===== src/rtl/jtsdram_bank_check.sv =====
// Per-bank SDRAM pattern tester: writes an LFSR pattern over the bank, reads it back and
// latches a sticky bad flag on data mismatch or controller timeout.
module jtsdram_bank_check #(
    parameter int unsigned AW   = 22,
    parameter logic [15:0] SEED = 16'haaaa,
    parameter int unsigned TOUT = 255
) (
    input  logic          clk,
    input  logic          rst_n,
    input  logic          enable,
    input  logic          dwnld_busy,
    input  logic          clr,
    output logic          ba_rd,
    output logic          ba_wr,
    output logic [AW-1:0] ba_addr,
    output logic [15:0]   ba_din,
    input  logic          ba_ack,
    input  logic          ba_rdy,
    input  logic [15:0]   ba_dout,
    output logic          bad,
    output logic [7:0]    err_cnt,
    output logic [7:0]    pass_cnt
);

    localparam logic [7:0] TOUT8 = 8'(TOUT);

    typedef enum logic [2:0] {StIdle, StWreq, StWwait, StRreq, StRwait} state_t;

    state_t      state;
    logic [15:0] lfsr;
    logic [15:0] lfsr_nxt;
    logic [15:0] pattern;
    logic [7:0]  timer;
    logic [7:0]  err_base;
    logic [7:0]  pass_base;
    logic        in_wait;
    logic        timeout;
    logic        done;
    logic        err;
    logic        last_addr;

    // Odd passes use inverted data so every cell sees both polarities
    assign pattern   = lfsr ^ {16{pass_cnt[0]}};
    assign ba_din    = ba_wr ? pattern : 16'h0000;
    assign lfsr_nxt  = {^{lfsr[15], lfsr[14], lfsr[12], lfsr[9], lfsr[7], lfsr[4], lfsr[2],
                          lfsr[0]}, lfsr[15:1]};
    assign in_wait   = (state == StWwait) || (state == StRwait);
    assign timeout   = in_wait && !ba_rdy && (timer == TOUT8);
    assign done      = in_wait && (ba_rdy || timeout);
    assign err       = timeout || ((state == StRwait) && ba_rdy && (ba_dout != pattern));
    assign last_addr = &ba_addr;
    // clr is applied first so an error on the same edge still counts
    assign err_base  = clr ? 8'd0 : err_cnt;
    assign pass_base = clr ? 8'd0 : pass_cnt;

    always_ff @(posedge clk or negedge rst_n) begin
        if (!rst_n) begin
            state    <= StIdle;
            ba_rd    <= 1'b0;
            ba_wr    <= 1'b0;
            ba_addr  <= '0;
            lfsr     <= SEED;
            timer    <= 8'd0;
            bad      <= 1'b0;
            err_cnt  <= 8'd0;
            pass_cnt <= 8'd0;
        end else begin
            if (err) begin
                bad     <= 1'b1;
                err_cnt <= (err_base == 8'hff) ? err_base : err_base + 8'd1;
            end else begin
                if (clr) bad <= 1'b0;
                err_cnt <= err_base;
            end
            pass_cnt <= pass_base;

            case (state)
                StIdle: begin
                    if (enable && !dwnld_busy) begin
                        lfsr    <= SEED;
                        ba_addr <= '0;
                        state   <= StWreq;
                    end
                end
                StWreq, StRreq: begin
                    if (ba_wr || ba_rd) begin
                        if (ba_ack) begin
                            ba_wr <= 1'b0;
                            ba_rd <= 1'b0;
                            timer <= 8'd0;
                            state <= (state == StWreq) ? StWwait : StRwait;
                        end
                    end else if (!enable) begin
                        ba_addr <= '0;
                        state   <= StIdle;
                    end else if (!dwnld_busy) begin
                        ba_wr <= (state == StWreq);
                        ba_rd <= (state == StRreq);
                    end
                end
                StWwait, StRwait: begin
                    timer <= timer + 8'd1;
                    if (done) begin
                        lfsr <= last_addr ? SEED : lfsr_nxt;
                        if ((state == StRwait) && last_addr) pass_cnt <= pass_base + 8'd1;
                        if (!enable) begin
                            ba_addr <= '0;
                            state   <= StIdle;
                        end else begin
                            ba_addr <= ba_addr + 1'b1;
                            if (last_addr) state <= (state == StWwait) ? StRreq : StWreq;
                            else           state <= (state == StWwait) ? StWreq : StRreq;
                        end
                    end
                end
                default: state <= StIdle;
            endcase
        end
    end

endmodule


===== config.mk =====
export PLATFORM = sky130hd
export DESIGN_NAME = jtsdram_bank_check
export DESIGN_NICKNAME = d
export VERILOG_FILES = /design/src/rtl/jtsdram_bank_check.sv
export SDC_FILE = /design/constraint.sdc
export NUM_CORES = 1
export LEC_CHECK = 0
export BUFFER_PORTS_ARGS = -buffer_cell sky130_fd_sc_hd__buf_2
export CORE_MARGIN = 3
export CORE_UTILIZATION = 25
export DETAILED_ROUTE_END_ITERATION = 8
export SLEW_MARGIN = 20
export SYNTH_ARGS = -nofsm -noshare
export SYNTH_HDL_FRONTEND = slang
export SYNTH_SLANG_ARGS = --single-unit

===== constraint.sdc =====
create_clock -name clk -period 7.6 [get_ports clk]
set_input_delay 1.14 -clock clk [delete_from_list [all_inputs] [get_ports clk]]
set_output_delay 1.14 -clock clk [all_outputs]
set_load 0.01 [all_outputs]

* Word level (Yosys, flattened, before mapping) *
Index checks and enable logic that the tools add are counted.
Widths: inputs -> output; s select.

word-level totals
  bits in registers = 68
  input bits = 23
  output and inout port bits = 57
  logic and storage cells = 100

operators by class
  $add $sub $neg = 4
  eq/ne operators = 17
  muxes and demuxes = 41
  bitwise logic cells = 1
  reductions and logical operators = 28

operators with widths
  kind                   count
  $mux 22                5
  $mux 8                 9
  $pmux 22 s3            1
  $mux 16                4
  $pmux 16 s2            1
  $add 8x1->8 const B    3
  $add 22x1->22 const B  1
  $reduce_and 22->1      1
  $mux 3                 6
  $eq 8x8->1 const B     2
  $ne 16x16->1           1
  $pmux 8 s2             1
  $xor 16x16->16         1
  $ne 2x2->1 const B     7
  $mux 1                 9
  $pmux 3 s3             1
  $mux 2                 4
  $reduce_and 4->1       2
  $reduce_bool 2->1      4
  $reduce_xor 8->1       1
  $logic_and 1x1->1      7
  $eq 3x2->1 const B     2
  $ne 3x3->1 const B     2
  $reduce_and 3->1       2
  9 further kinds        14

* Logic depth before layout (Yosys ltp) *
  depth in word-level cells = 8
  gate-level depth with buffers = 9
  depth with buffers taken out = 8

* Least setup slack after synthesis *
OpenSTA, ideal clock, no wires.

  path kind = input-to-reg
  from = input port clr
  to = register err_cnt[3]
  setup time = 128 ps
  arrival = 2788 ps
  setup slack = 4684 ps
  cell stages on the path = 9
  path buffers = 1
  path through = clkbuf_1 -> nor2b_1 -> ha_1 -> and4b_1 -> nand3_1 -> or3_1 -> nand3b_1 -> o21ai_1 -> mux2_1

on the way
  cells in the longest elaborated chain, start to end = 4
  elaborated cells between the ends (all ways) = 5
  those cells by class = 1 x add/sub; 1 x eq/ne; 3 x mux

RTL lines
  element                                    RTL line  RTL
  start: declaration                         12        input logic clr,
  $mux 8 (*)                                 53        assign err_base = clr ? 8'd0 : err_cnt;
  $add 8x1->8 or $eq 8x8->1 (tied branches)  70        err_cnt <= (err_base == 8'hff) ? err_base : err_base + 8'd1;
  $mux 8                                     70
  $mux 8 (*)                                 68        if (err) begin
  end signal: assignment                     70
  end signal: assignment                     73        err_cnt <= err_base;
  end: declaration                           21        output logic [7:0] err_cnt,

Mark *: on every way between the ends. The rest lies on a longest branch, timed or not.
A chain may end at the register's enable or synchronous reset.

* Worst setup path in the final report *
  from = input port enable
  to = register lfsr[10]

on the way
  cells in the longest elaborated chain, start to end = 3

RTL lines
  element                     RTL line  RTL
  start: declaration          10        input logic enable,
  $logic_and 1x1->1           79        if (enable && !dwnld_busy) begin
  $ne 2x2->1 (no line)        n/a
  $reduce_and 3->1 (no line)  n/a
  end signal: assignment      104       lfsr <= last_addr ? SEED : lfsr_nxt;
  end: declaration            30        logic [15:0] lfsr;

No other way between the ends.

==> Flow_metrics.wiki <==
{| class="wikitable"
! Metric !! Value
|-
| Cell with the most instances after synthesis || sky130_fd_sc_hd__dfrtp_1
|-
| Via count normalized by instance count || approximately 5
|-
| Post-CTS setup buffers || 0
|-
| Die outline area || 0.0185 mm²
|-
| Number of enable flip-flop cells after synthesis || 0
|-
| Count of hold-fix buffers inserted at cts || 0
|-
| Initial antenna violation count || 0
|-
| Proportion of synthesized flip-flops having asynchronous set or reset || between 90% and 100%
|-
| Port buffer count || between 70 and 80
|-
| Overall via count from detail_route || approximately 3700
|-
| Area fraction of the dominant cell type after synthesis || 35.5%
|-
| Final non-filler cell total || roughly 750
|-
| Leading post-synthesis cells by cell area || sky130_fd_sc_hd__dfrtp_1 (36%), sky130_fd_sc_hd__xnor2_1 (5.8%), sky130_fd_sc_hd__dfstp_2 (5.0%), sky130_fd_sc_hd__xor2_1 (5.0%), sky130_fd_sc_hd__o21ai_0 (4.1%)
|-
| Layout Area Growth over Synthesis || 20.8%
|-
| Number of primary I/O pins || 80
|-
| Count of antenna-violating nets left after detailed routing || 0
|-
| Max FO, Critical Path || 10
|-
| Final Core Density || between 30% and 40%
|-
| Highest clock frequency the design can meet || around 0.34 GHz
|-
| Number of DRC violations after detailed routing || 0
|-
| Worst clock skew on the final layout || 0.00729 ns
|-
| Max Root-Sink Buffers || 2
|-
| MaxCap Viol Count || 0
|-
| Wire length of the first global-routing pass || around 19000 µm
|-
| Pin slew with the least headroom to its limit || between 1 and 1.5 ns
|-
| Synth Area per Inst || a little over 9 µm²
|-
| DR WL/cell || between 15 and 20 µm
|-
| Die outline width || 136 µm
|-
| Cells after Synth || 460
|-
| Placer's final routability congestion estimate || about 0.8
|-
| Syn nets || a little under 500
|-
| HPWL after detailed placement || just over 8000 µm
|-
| Starting density of the core || a little over a quarter
|-
| Worst setup slack after placement || about 4.4 ns
|-
| Arrival time of data at the critical path endpoint || approximately 3.2 ns
|-
| Final Max Tran Viols || 0
|-
| Data required, critical path || just under 8 ns
|-
| Internal power component || 948 µW
|-
| Vertical extent of the die || between 100 and 150 µm
|-
| Via count of the first global-routing pass || around 3600
|-
| Count of different cell masters after synthesis || 62
|-
| Total negative slack for setup checks || 0 ns
|-
| Share of cells above drive strength 1 || 22.4%
|-
| Total power after layout || roughly 1.5 mW
|-
| Clock root buffer master || sky130_fd_sc_hd__clkbuf_16
|-
| Number of cell rows || 46
|-
| H-Tree Depth || 3
|-
| TritonCTS Sinks || just under 70
|-
| Period Utilization, post-route || about two fifths
|-
| Starting DRC count in detailed routing || ~220
|-
| Class of the tightest hold or removal check || reg -> reg
|-
| Final Hold Fails || 0
|-
| Clock buffer count from CTS || 9
|-
| Endpoint of the worst hold path || ba_addr[20]
|-
| Worst IR drop on VDD || around 0.11 mV
|-
| Worst min-delay path startpoint || ba_addr[20]
|-
| Placed cell areas || 0.00481 mm²
|-
| Maximum number of pins on one net before global-route repair || between 60 and 70
|-
| Switching pwr || 549 µW
|-
| Final Routed Wirelength || around 11000 µm
|-
| GR Overflow Total || 0
|-
| Count of nets after finishing || approximately 550
|-
| CTS tree || built
|-
| Netlist area before placement || 0.00423 mm²
|-
| Worst R2R Setup Slack || approximately 4.8 ns
|-
| 1st-pass router iterations || 5
|-
| Relative contribution of combinational cells to total power || 33.6%
|-
| Sequential-to-total area share from yosys stat || about two fifths
|-
| Worst-path clk slew || approximately 0.050 ns
|-
| Startpoint of the most critical register-to-register path || state[1]
|-
| Worst hold slack || 0.500 ns
|-
| RSZ-0062 raised after global routing || false
|-
| Slew margin rel. || approximately 29%
|-
| Crit start category || input pin
|-
| Static Leakage || 2.27 nW
|-
| R2R depth || 5
|-
| Result of the run || finished, final reports clean
|-
| Final setup viols || 0
|-
| Ys flop type || sky130_fd_sc_hd__dfrtp_1
|-
| Power density over the cells || a little under 300 mW/mm²
|-
| Ranking of synthesized cells by instance count || sky130_fd_sc_hd__dfrtp_1 (60), sky130_fd_sc_hd__nand2_1 (35), sky130_fd_sc_hd__o21ai_0 (35), sky130_fd_sc_hd__nor2_1 (32), sky130_fd_sc_hd__xnor2_1 (28)
|-
| # placed instances || about 730
|-
| Sw Share || 36.7%
|-
| Cell count of the worst hold path || 1
|-
| Startpoint-to-endpoint class of the critical path || in -> reg
|-
| Standard cell core area || about 0.016 mm²
|-
| Total GRT Usage || between 10% and 20%
|-
| YS warnings || 0
|-
| Antenna diode count || 0
|-
| Critical R2R Capture || lfsr[10]
|-
| Post-Layout Inst Area || 0.00511 mm²
|-
| Clock insertion delay at the later pin of the skew report || roughly 0.33 ns
|-
| Worst setup slack after layout || roughly 4.7 ns
|-
| Number of storage elements in the synthesis netlist || between 60 and 70
|-
| Gates resized, CTS repair || 0
|-
| Kind of capture point of the worst setup path || flip-flop
|-
| Clock power frac || 27.8%
|-
| Sequential share of power || between 30% and 40%
|-
| Crit path time final || 2.92 ns
|-
| Area leader, netlist || sky130_fd_sc_hd__dfrtp_1
|}
cell families (layout without fill, tap and decap cells):
group / count (synthesis) / in the layout / synth area share [%]
and+or+nand+nor: 190 / 190 / 25.2
DFF: 68 / 68 / 40.5
AOI/OAI and AO/OA: 107 / 107 / 17.5
muxes: 8 / 8 / 1.98
buffers and inverters: 31 / 102 / 2.90
xor gates and xnor gates: 52 / 52 / 10.8
adders and majority gates: 4 / 4 / 1.18
area by class of cell:
type | instances | area [µm²]
tap | 216 | 270
fill | 1712 | 11100
timing repair buffer | 81 | 410
clock inverter | 4 | 48.8
clock buffer | 12 | 246
multi-input combinational | 361 | 2400
sequential | 68 | 1710
inverter | 5 | 18.8
power by group through the flow:
stage          clock network, mW  registers, mW  logic [mW]
6_report                   0.416          0.579       0.502
5_1_grt                    0.444          0.597       0.558
4_1_cts                    0.428          0.580       0.506
3_5_place_dp                   0          0.585       0.502
3_3_place_gp                   0          0.581       0.491
2_1_floorplan                  0          0.515       0.428
worst max-delay path by stage:
stage,start,cells past startpoint,end,slack (ns)
floorplan,clr,9,err_cnt[3],4.68
global placement,ba_dout[15],7,err_cnt[1],4.41
detailed placement,ba_dout[14],7,err_cnt[1],4.36
CTS,pass_cnt[0],3,ba_din[14],4.46
global route,enable,6,ba_addr[18],4.49
finish,enable,6,lfsr[10],4.68
placed cells by master (no fill, tap or decap), drive strengths merged, types with 12 or more instances in the layout:
master,netlist,final
buf,7,81
dfrtp,60,60
o21ai,38,38
nand2,35,35
nor2,32,32
xnor2,28,28
nand3,24,24
xor2,24,24
and2,18,18
a21oi,13,13
nand2b,13,13
clkbuf,19,12
worst max-delay path, cell delays in order:
cell	delay, ns
sky130_fd_sc_hd__buf_2	0.13
sky130_fd_sc_hd__nor2b_1	0.24
sky130_fd_sc_hd__or4_1	0.24
sky130_fd_sc_hd__o311ai_2	0.29
sky130_fd_sc_hd__nor3_1	0.89
sky130_fd_sc_hd__a22o_1	0.24
per-layer routing:
metal | up-vias | share of wire, % | track usage [%]
met4 | 0 | 1.2 | 3.25
met2 | 83 | 48 | 20.2
met1 | 1832 | 45 | 16.1
li1 | 1807 | - | -
met5 | - | 0 | 0
met3 | 12 | 5.2 | 3.63
sequential cells by signal, summed over array words and instances, names as in the netlist:
signal	count
ba_addr	22
lfsr	16
err_cnt	8
pass_cnt	8
timer	8
state	3
ba_rd	1
ba_wr	1
bad	1
Power figures use the tool's default switching activity.
